**config.mk**
```make
export PLATFORM = sky130hd
export DESIGN_NAME = mem_arbiter
export DESIGN_NICKNAME = d
export VERILOG_FILES = /design/src/rtl/mem_arbiter.sv
export SDC_FILE = /design/constraint.sdc
export NUM_CORES = 1
export LEC_CHECK = 0
export ABC_AREA = 1
export CAP_MARGIN = 20
export CELL_PAD_IN_SITES_DETAIL_PLACEMENT = 0
export CELL_PAD_IN_SITES_GLOBAL_PLACEMENT = 1
export CORE_UTILIZATION = 26
export CTS_BUF_LIST = sky130_fd_sc_hd__clkbuf_8
export DETAILED_ROUTE_END_ITERATION = 10
export PLACE_DENSITY = 0.91
export SLEW_MARGIN = 20
export SYNTH_ARGS = -nofsm -noshare
export SYNTH_HDL_FRONTEND = slang
export SYNTH_SLANG_ARGS = --single-unit
```
**constraint.sdc**
```tcl
create_clock -name clk -period 1.63 [get_ports clk]
set_input_delay 0.4075 -clock clk [delete_from_list [all_inputs] [get_ports clk]]
set_output_delay 0.4075 -clock clk [all_outputs]
set_load 0.01 [all_outputs]
```
**src/rtl/mem_arbiter.sv**
```systemverilog
// Two-requester arbiter in front of a single-port synchronous memory.
// Each access runs IDLE -> ISSUE (memory strobed for one cycle) -> DONE (ack and read data).
module mem_arbiter #(
  parameter int ADDR_WIDTH = 16,
  parameter int DATA_WIDTH = 8,
  parameter int FIXED_PRIO = 0
) (
  input  logic                  clk,
  input  logic                  rst,
  input  logic                  r0_req,
  input  logic                  r0_rw,
  input  logic [ADDR_WIDTH-1:0] r0_addr,
  input  logic [DATA_WIDTH-1:0] r0_wdata,
  output logic                  r0_ack,
  output logic [DATA_WIDTH-1:0] r0_rdata,
  input  logic                  r1_req,
  input  logic                  r1_rw,
  input  logic [ADDR_WIDTH-1:0] r1_addr,
  input  logic [DATA_WIDTH-1:0] r1_wdata,
  output logic                  r1_ack,
  output logic [DATA_WIDTH-1:0] r1_rdata,
  output logic                  mem_rw,
  output logic [ADDR_WIDTH-1:0] mem_addr,
  output logic [DATA_WIDTH-1:0] mem_data,
  input  logic [DATA_WIDTH-1:0] mem_q
);
  typedef enum logic [1:0] {IDLE, ISSUE, DONE} state_t;

  state_t                state_q, state_d;
  logic                  owner_q, owner_d;
  logic                  last_owner_q, last_owner_d;
  logic                  mem_rw_q, mem_rw_d;
  logic [ADDR_WIDTH-1:0] mem_addr_q, mem_addr_d;
  logic [DATA_WIDTH-1:0] mem_data_q, mem_data_d;
  logic                  r0_ack_q, r0_ack_d;
  logic                  r1_ack_q, r1_ack_d;
  logic                  grant_vld, grant;

  // In DONE only the non-owner may be granted, so a waiting requester cannot be starved.
  always_comb begin
    grant_vld = 1'b0;
    grant     = 1'b0;
    case (state_q)
      IDLE: begin
        if (r0_req && r1_req) begin
          grant_vld = 1'b1;
          grant     = (FIXED_PRIO != 0) ? 1'b0 : ~last_owner_q;
        end else if (r0_req) begin
          grant_vld = 1'b1;
          grant     = 1'b0;
        end else if (r1_req) begin
          grant_vld = 1'b1;
          grant     = 1'b1;
        end
      end
      DONE: begin
        grant_vld = owner_q ? r0_req : r1_req;
        grant     = ~owner_q;
      end
      default: ;
    endcase
  end

  always_comb begin
    state_d      = IDLE;
    owner_d      = owner_q;
    last_owner_d = last_owner_q;
    mem_rw_d     = 1'b0;
    mem_addr_d   = mem_addr_q;
    mem_data_d   = mem_data_q;
    r0_ack_d     = 1'b0;
    r1_ack_d     = 1'b0;
    if (state_q == ISSUE) begin
      state_d  = DONE;
      r0_ack_d = ~owner_q;
      r1_ack_d = owner_q;
    end
    // Only the granted requester's fields are ever looked at.
    if (grant_vld) begin
      state_d      = ISSUE;
      owner_d      = grant;
      last_owner_d = grant;
      if (grant) begin
        mem_rw_d   = r1_rw;
        mem_addr_d = r1_addr;
        mem_data_d = r1_wdata;
      end else begin
        mem_rw_d   = r0_rw;
        mem_addr_d = r0_addr;
        mem_data_d = r0_wdata;
      end
    end
  end

  always_ff @(posedge clk or posedge rst) begin
    if (rst) begin
      state_q      <= IDLE;
      owner_q      <= 1'b0;
      last_owner_q <= 1'b1;
      mem_rw_q     <= 1'b0;
      mem_addr_q   <= '0;
      mem_data_q   <= '0;
      r0_ack_q     <= 1'b0;
      r1_ack_q     <= 1'b0;
    end else begin
      state_q      <= state_d;
      owner_q      <= owner_d;
      last_owner_q <= last_owner_d;
      mem_rw_q     <= mem_rw_d;
      mem_addr_q   <= mem_addr_d;
      mem_data_q   <= mem_data_d;
      r0_ack_q     <= r0_ack_d;
      r1_ack_q     <= r1_ack_d;
    end
  end

  assign mem_rw   = mem_rw_q;
  assign mem_addr = mem_addr_q;
  assign mem_data = mem_data_q;
  assign r0_ack   = r0_ack_q;
  assign r1_ack   = r1_ack_q;
  assign r0_rdata = r0_ack_q ? mem_q : '0;
  assign r1_rdata = r1_ack_q ? mem_q : '0;
endmodule
```
* Word level (Yosys, flattened, before mapping) *
Cells that the tools add are included.

word-level totals
  flip-flop bits (word level) = 31
  logic and storage cells = 32
  output and inout port bits = 43
  bits of input ports = 62

cells by class
  eq/ne operators = 2
  reduce and logical (&&, ||, !) cells = 2
  multiplexer cells = 18
  bitwise operators = 2

operators with widths
  kind                                                 number
  2-to-1 mux 8 bit                                     3
  2-to-1 mux 16 bit                                    1
  2-to-1 mux 1 bit                                     10
  2-to-1 mux 2 bit                                     2
  case mux 1 bit (2 select lines)                      2
  equality test 2 x 1 -> 1 bit, second input constant  1
  equality test 2 bit, second input constant           1
  logical NOT 2 bit                                    1
  inverter 1 bit                                       2
  logical AND 1 bit                                    1

* Longest topological paths before layout *
  word-level depth = 6
  gate-level depth with buffers = 9
  mapped depth without buffers = 8

* Least setup slack after synthesis *
OpenSTA, ideal clock, no wires.

  path type = register -> register
  start = register state_q[1]
  end = register mem_addr_q[0], in the netlist mem_addr[0]
  cell stages (with the launch flop) = 8
  slack = 387 ps
  arrival = 1,126 ps
  data required time = 1,513 ps
  period minus slack after synthesis = 1,243 ps
  path through = dfrtp_1 -> nor2_2 -> o21ai_2 -> nand2_4 -> inv_4 -> buf_4 -> nand2_1 -> nand2_1

on the way
  longest elaborated chain between the ends = 3
  elaborated cells between the ends (all ways) = 5
  classes of those cells = eq/ne (1); mux (3); reduce/logical (1)

RTL lines
  what                                                             RTL line  source
  start, declared                                                  29        state_t state_q, state_d;
  start signal, assigned                                           106       state_q <= state_d;
  equality test 2 bit / logical NOT 2 bit (equally long branches)  43        case (state_q)
  case mux 1 bit (2 select lines)                                  43
  2-to-1 mux 16 bit                                                83        if (grant) begin
  end signal, assigned                                             110       mem_addr_q <= mem_addr_d;
  end, declared                                                    33        logic [ADDR_WIDTH-1:0] mem_addr_q, mem_addr_d;

Parallel ways exist; a longest one is shown, timed or not.
A chain may end at the register's enable or synchronous reset.

* Final worst setup path *
  start = input mem_q[7]
  end = output r1_rdata[7]

on the way
  longest elaborated chain between the ends = 1

RTL lines
  what              RTL line  source
  start, declared   25        input logic [DATA_WIDTH-1:0] mem_q
  2-to-1 mux 8 bit  123       assign r1_rdata = r1_ack_q ? mem_q : '0;
  end, declared     21        output logic [DATA_WIDTH-1:0] r1_rdata,

Every way passes these cells.

==> results.cfg <==
[outcome]
status = completed

[drt]
viasPerCell = 4.12
vias = 1979
drtPass1Iterations = 4
drt-total-wl_um = 5030
drc_errors = 0
wl_per_cell_um = 10.5
first_iter_violations = 46
ant_nets = 0

[layout]
diodes = 0
drive_gt1_share_pct = 11.7
fillers = 719
syn_to_final_growth_pct = 69.1
stdcell_count = 480
finish.instance_area_mm2 = 0.00309
nets = 445

[grt]
grt_usage_pct = 14.8
grt_pass1_wl_um = 8600
antenna_found_initial = 0
use_met3_pct = 3.37
grt_max_degree = 32
busiest_layer = met2
grt_overflow_total = 0
use_met2_pct = 26.0
grt_use_met1_pct = 17.8
grt_pass1_vias = 1927

[synth]
synth-xor-area-share_pct = 0
yosysTopAreaCellShare_pct = 41.1
synth_top_area_cell = dfrtp_1
syn-num-nets = 332
syn_area_per_cell_um2 = 6.77
synth_top_family_by_area = simple AND/OR/NAND/NOR gates
ys_top_cells_by_area = dfrtp_1, nand2_1, inv_1
seq_area_frac_synth_pct = 42.5
synthAdderAreaFrac_pct = 0
synth_mux_area_share_pct = 0
synth-compound-area-share_pct = 1.23
synthCells = 270
syn_area_mm2 = 0.00183
yosys_register_bits = 31
ys_warn_count = 0
synthSimpleGateAreaFrac_pct = 37.4
ys_types = 19

[clock_network]
clk_pin_slew_ns = 0.05
cts.sinks = 31
clockBufferDepth = 2
cts_hold_buffers = 0
h-tree-depth = 2
root_buffer = clkbuf_8
clkLatencyLatePin_ns = 0.27
cts_made_buffers = 5
cts_tree = yes

[place]
dp_hpwl_um = 3700
gp_congestion = 0.728
pre_cts_slack_ns = -0.307
placedCellCount = 468
placed_area_mm2 = 0.00304
port_buffers = 104

[setup_path]
start_kind = primary input
startpoint = mem_q[7]
worstReg2RegStart = state_q[1]$_DFF_PP0_
worstPathRequired_ns = 1.22
cp.arrival_ns = 1.20
crit_chain = clkdlybuf4s50_1, nand2_1, inv_1, clkdlybuf4s15_1
crit_path_end_kind = primary output
path_max_fanout = 2
path_class = in -> out
cpMaxStageDelayCell = clkdlybuf4s50_1
cpPeakStageDelay_ns = 0.48

[floorplanning]
die-area_mm2 = 0.00737
die_x_um = 85.9
die_h_um = 85.9
core_area_mm2 = 0.00679
num_rows = 30
ios = 105
initial_core_util_pct = 26.9

[pwr]
powerDensity_mw_per_mm2 = 1640
p_leak_nw = 1.78
ir_worst_vdd_mv = 0.493

[timing]
rsz0062_at_grt = false
finalCriticalPeriod_ns = 1.61
finalSetupViolCount = 0
layout_setup_ws_ns = 0.0234
hold_viol = 0
post-route-period-util_pct = 98.6
drv_slew = 0
fin_skew_ns = 0.00891
tightest_slew_ns = 0.299
relSlewSlack_pct = 80.1
fmax_mhz = 622

[run]
maxCapViolations = 0

[worst_hold_path]
hp-class = reg -> reg
min-delay-start = owner_q$_DFFE_PP0P_
==> layout by cell type (no fill, tap or decap), drive strengths merged <==
master and count:
a21oi 1, buf 14, clkbuf 20, clkdlybuf4s15 1, clkdlybuf4s50 84, dfrtp 30, dfstp 1, dlymetal6s2s 4
inv 72, nand2 99, nand3 51, nor2 3, nor3 2, o21ai 2
==> through the flow <==
step | total power, mW | setup TNS (ns) | utilization [%] | hold WS [ns]
after global placement | 4.56 | -7.79 | 44.8 | 0.454
final | 5.06 | 0 | 45.5 | 0.465
after global routing | 5.55 | 0 | 45.5 | 0.487
after CTS | 5.19 | 0 | 46.4 | 0.461
after floorplan | 3.11 | 0 | - | 0.435
after detailed placement | 4.60 | -8.50 | 44.8 | 0.453
==> synthesized netlist by cell type (all sizes together) <==
master,n
buf,10
o21ai,2
dfstp,1
dfrtp,30
nor3,2
inv,69
a21oi,1
nand2,99
clkbuf,2
nand3,51
nor2,3
==> per-layer routing <==
| layer | share of wire [%] | vias up |
|---|---|---|
| li1 | - | 1016 |
| met2 | 47 | 74 |
| met1 | 44 | 882 |
| met4 | 1.4 | 0 |
| met5 | 0 | - |
| met3 | 7.6 | 7 |
==> kinds of logic after synthesis <==
kind of cell	count (synthesis)
DFF	31
buffers and inverters	81
and+or+nand+nor	155
AOI/OAI and AO/OA	3
==> registers in the layout (all words and copies together), names as in the netlist <==
signal        count
last_owner_q      1
r1_ack            1
mem_addr         16
mem_data          8
r0_ack            1
mem_rw            1
state_q           2
owner_q           1
==> worst max-delay path, delay by kind of cell <==
kind / cells / cell delay (ns)
simple gates: 1 / 0.05
buf+inv: 3 / 0.74
==> layout make-up <==
| class | count | area [µm²] | area share, % |
|---|---|---|---|
| flip-flops and latches | 31 | 779 | 25.2 |
| repair buffers | 118 | 1140 | 37.0 |
| well taps | 96 | 120 | 3.89 |
| inverters | 69 | 262 | 8.46 |
| clock inverters | 3 | 11.3 | 0.364 |
| clock buffers | 5 | 68.8 | 2.23 |
| multi-input cells | 158 | 706 | 22.8 |
==> power breakdown <==
part	total [mW]	switching [mW]	internal, mW	leakage, nW
clock network	0.537	0.254	0.284	0.0519
registers	1.41	0.234	1.18	0.376
logic	3.11	1.59	1.52	1.35
total	5.06	2.08	2.98	1.78
==> worst paths after layout <==
kind,cells past startpoint,to,slack [ns]
worst max-delay path,4,r1_rdata[7],0.02
worst min-delay path,1,r0_ack$_DFF_PP0_,0.46
worst max register to register,6,mem_data[4]$_DFFE_PP0P_,0.21
worst min register to register,1,r0_ack$_DFF_PP0_,0.46
max in group asynchronous,3,last_owner_q$_DFFE_PP1P_,0.90
min in group asynchronous,3,mem_data[0]$_DFFE_PP0P_,0.47
==> repair_timing <==
item / 4_1_cts / 5_1_grt
gates resized for setup: 33 / 20
hold endpoints to repair: 0 / 0
cloned: 0 / 0
endpoints found under the setup margin: 18 / 19
setup buffers: 4 / 0
Power figures use the tool's default switching activity.
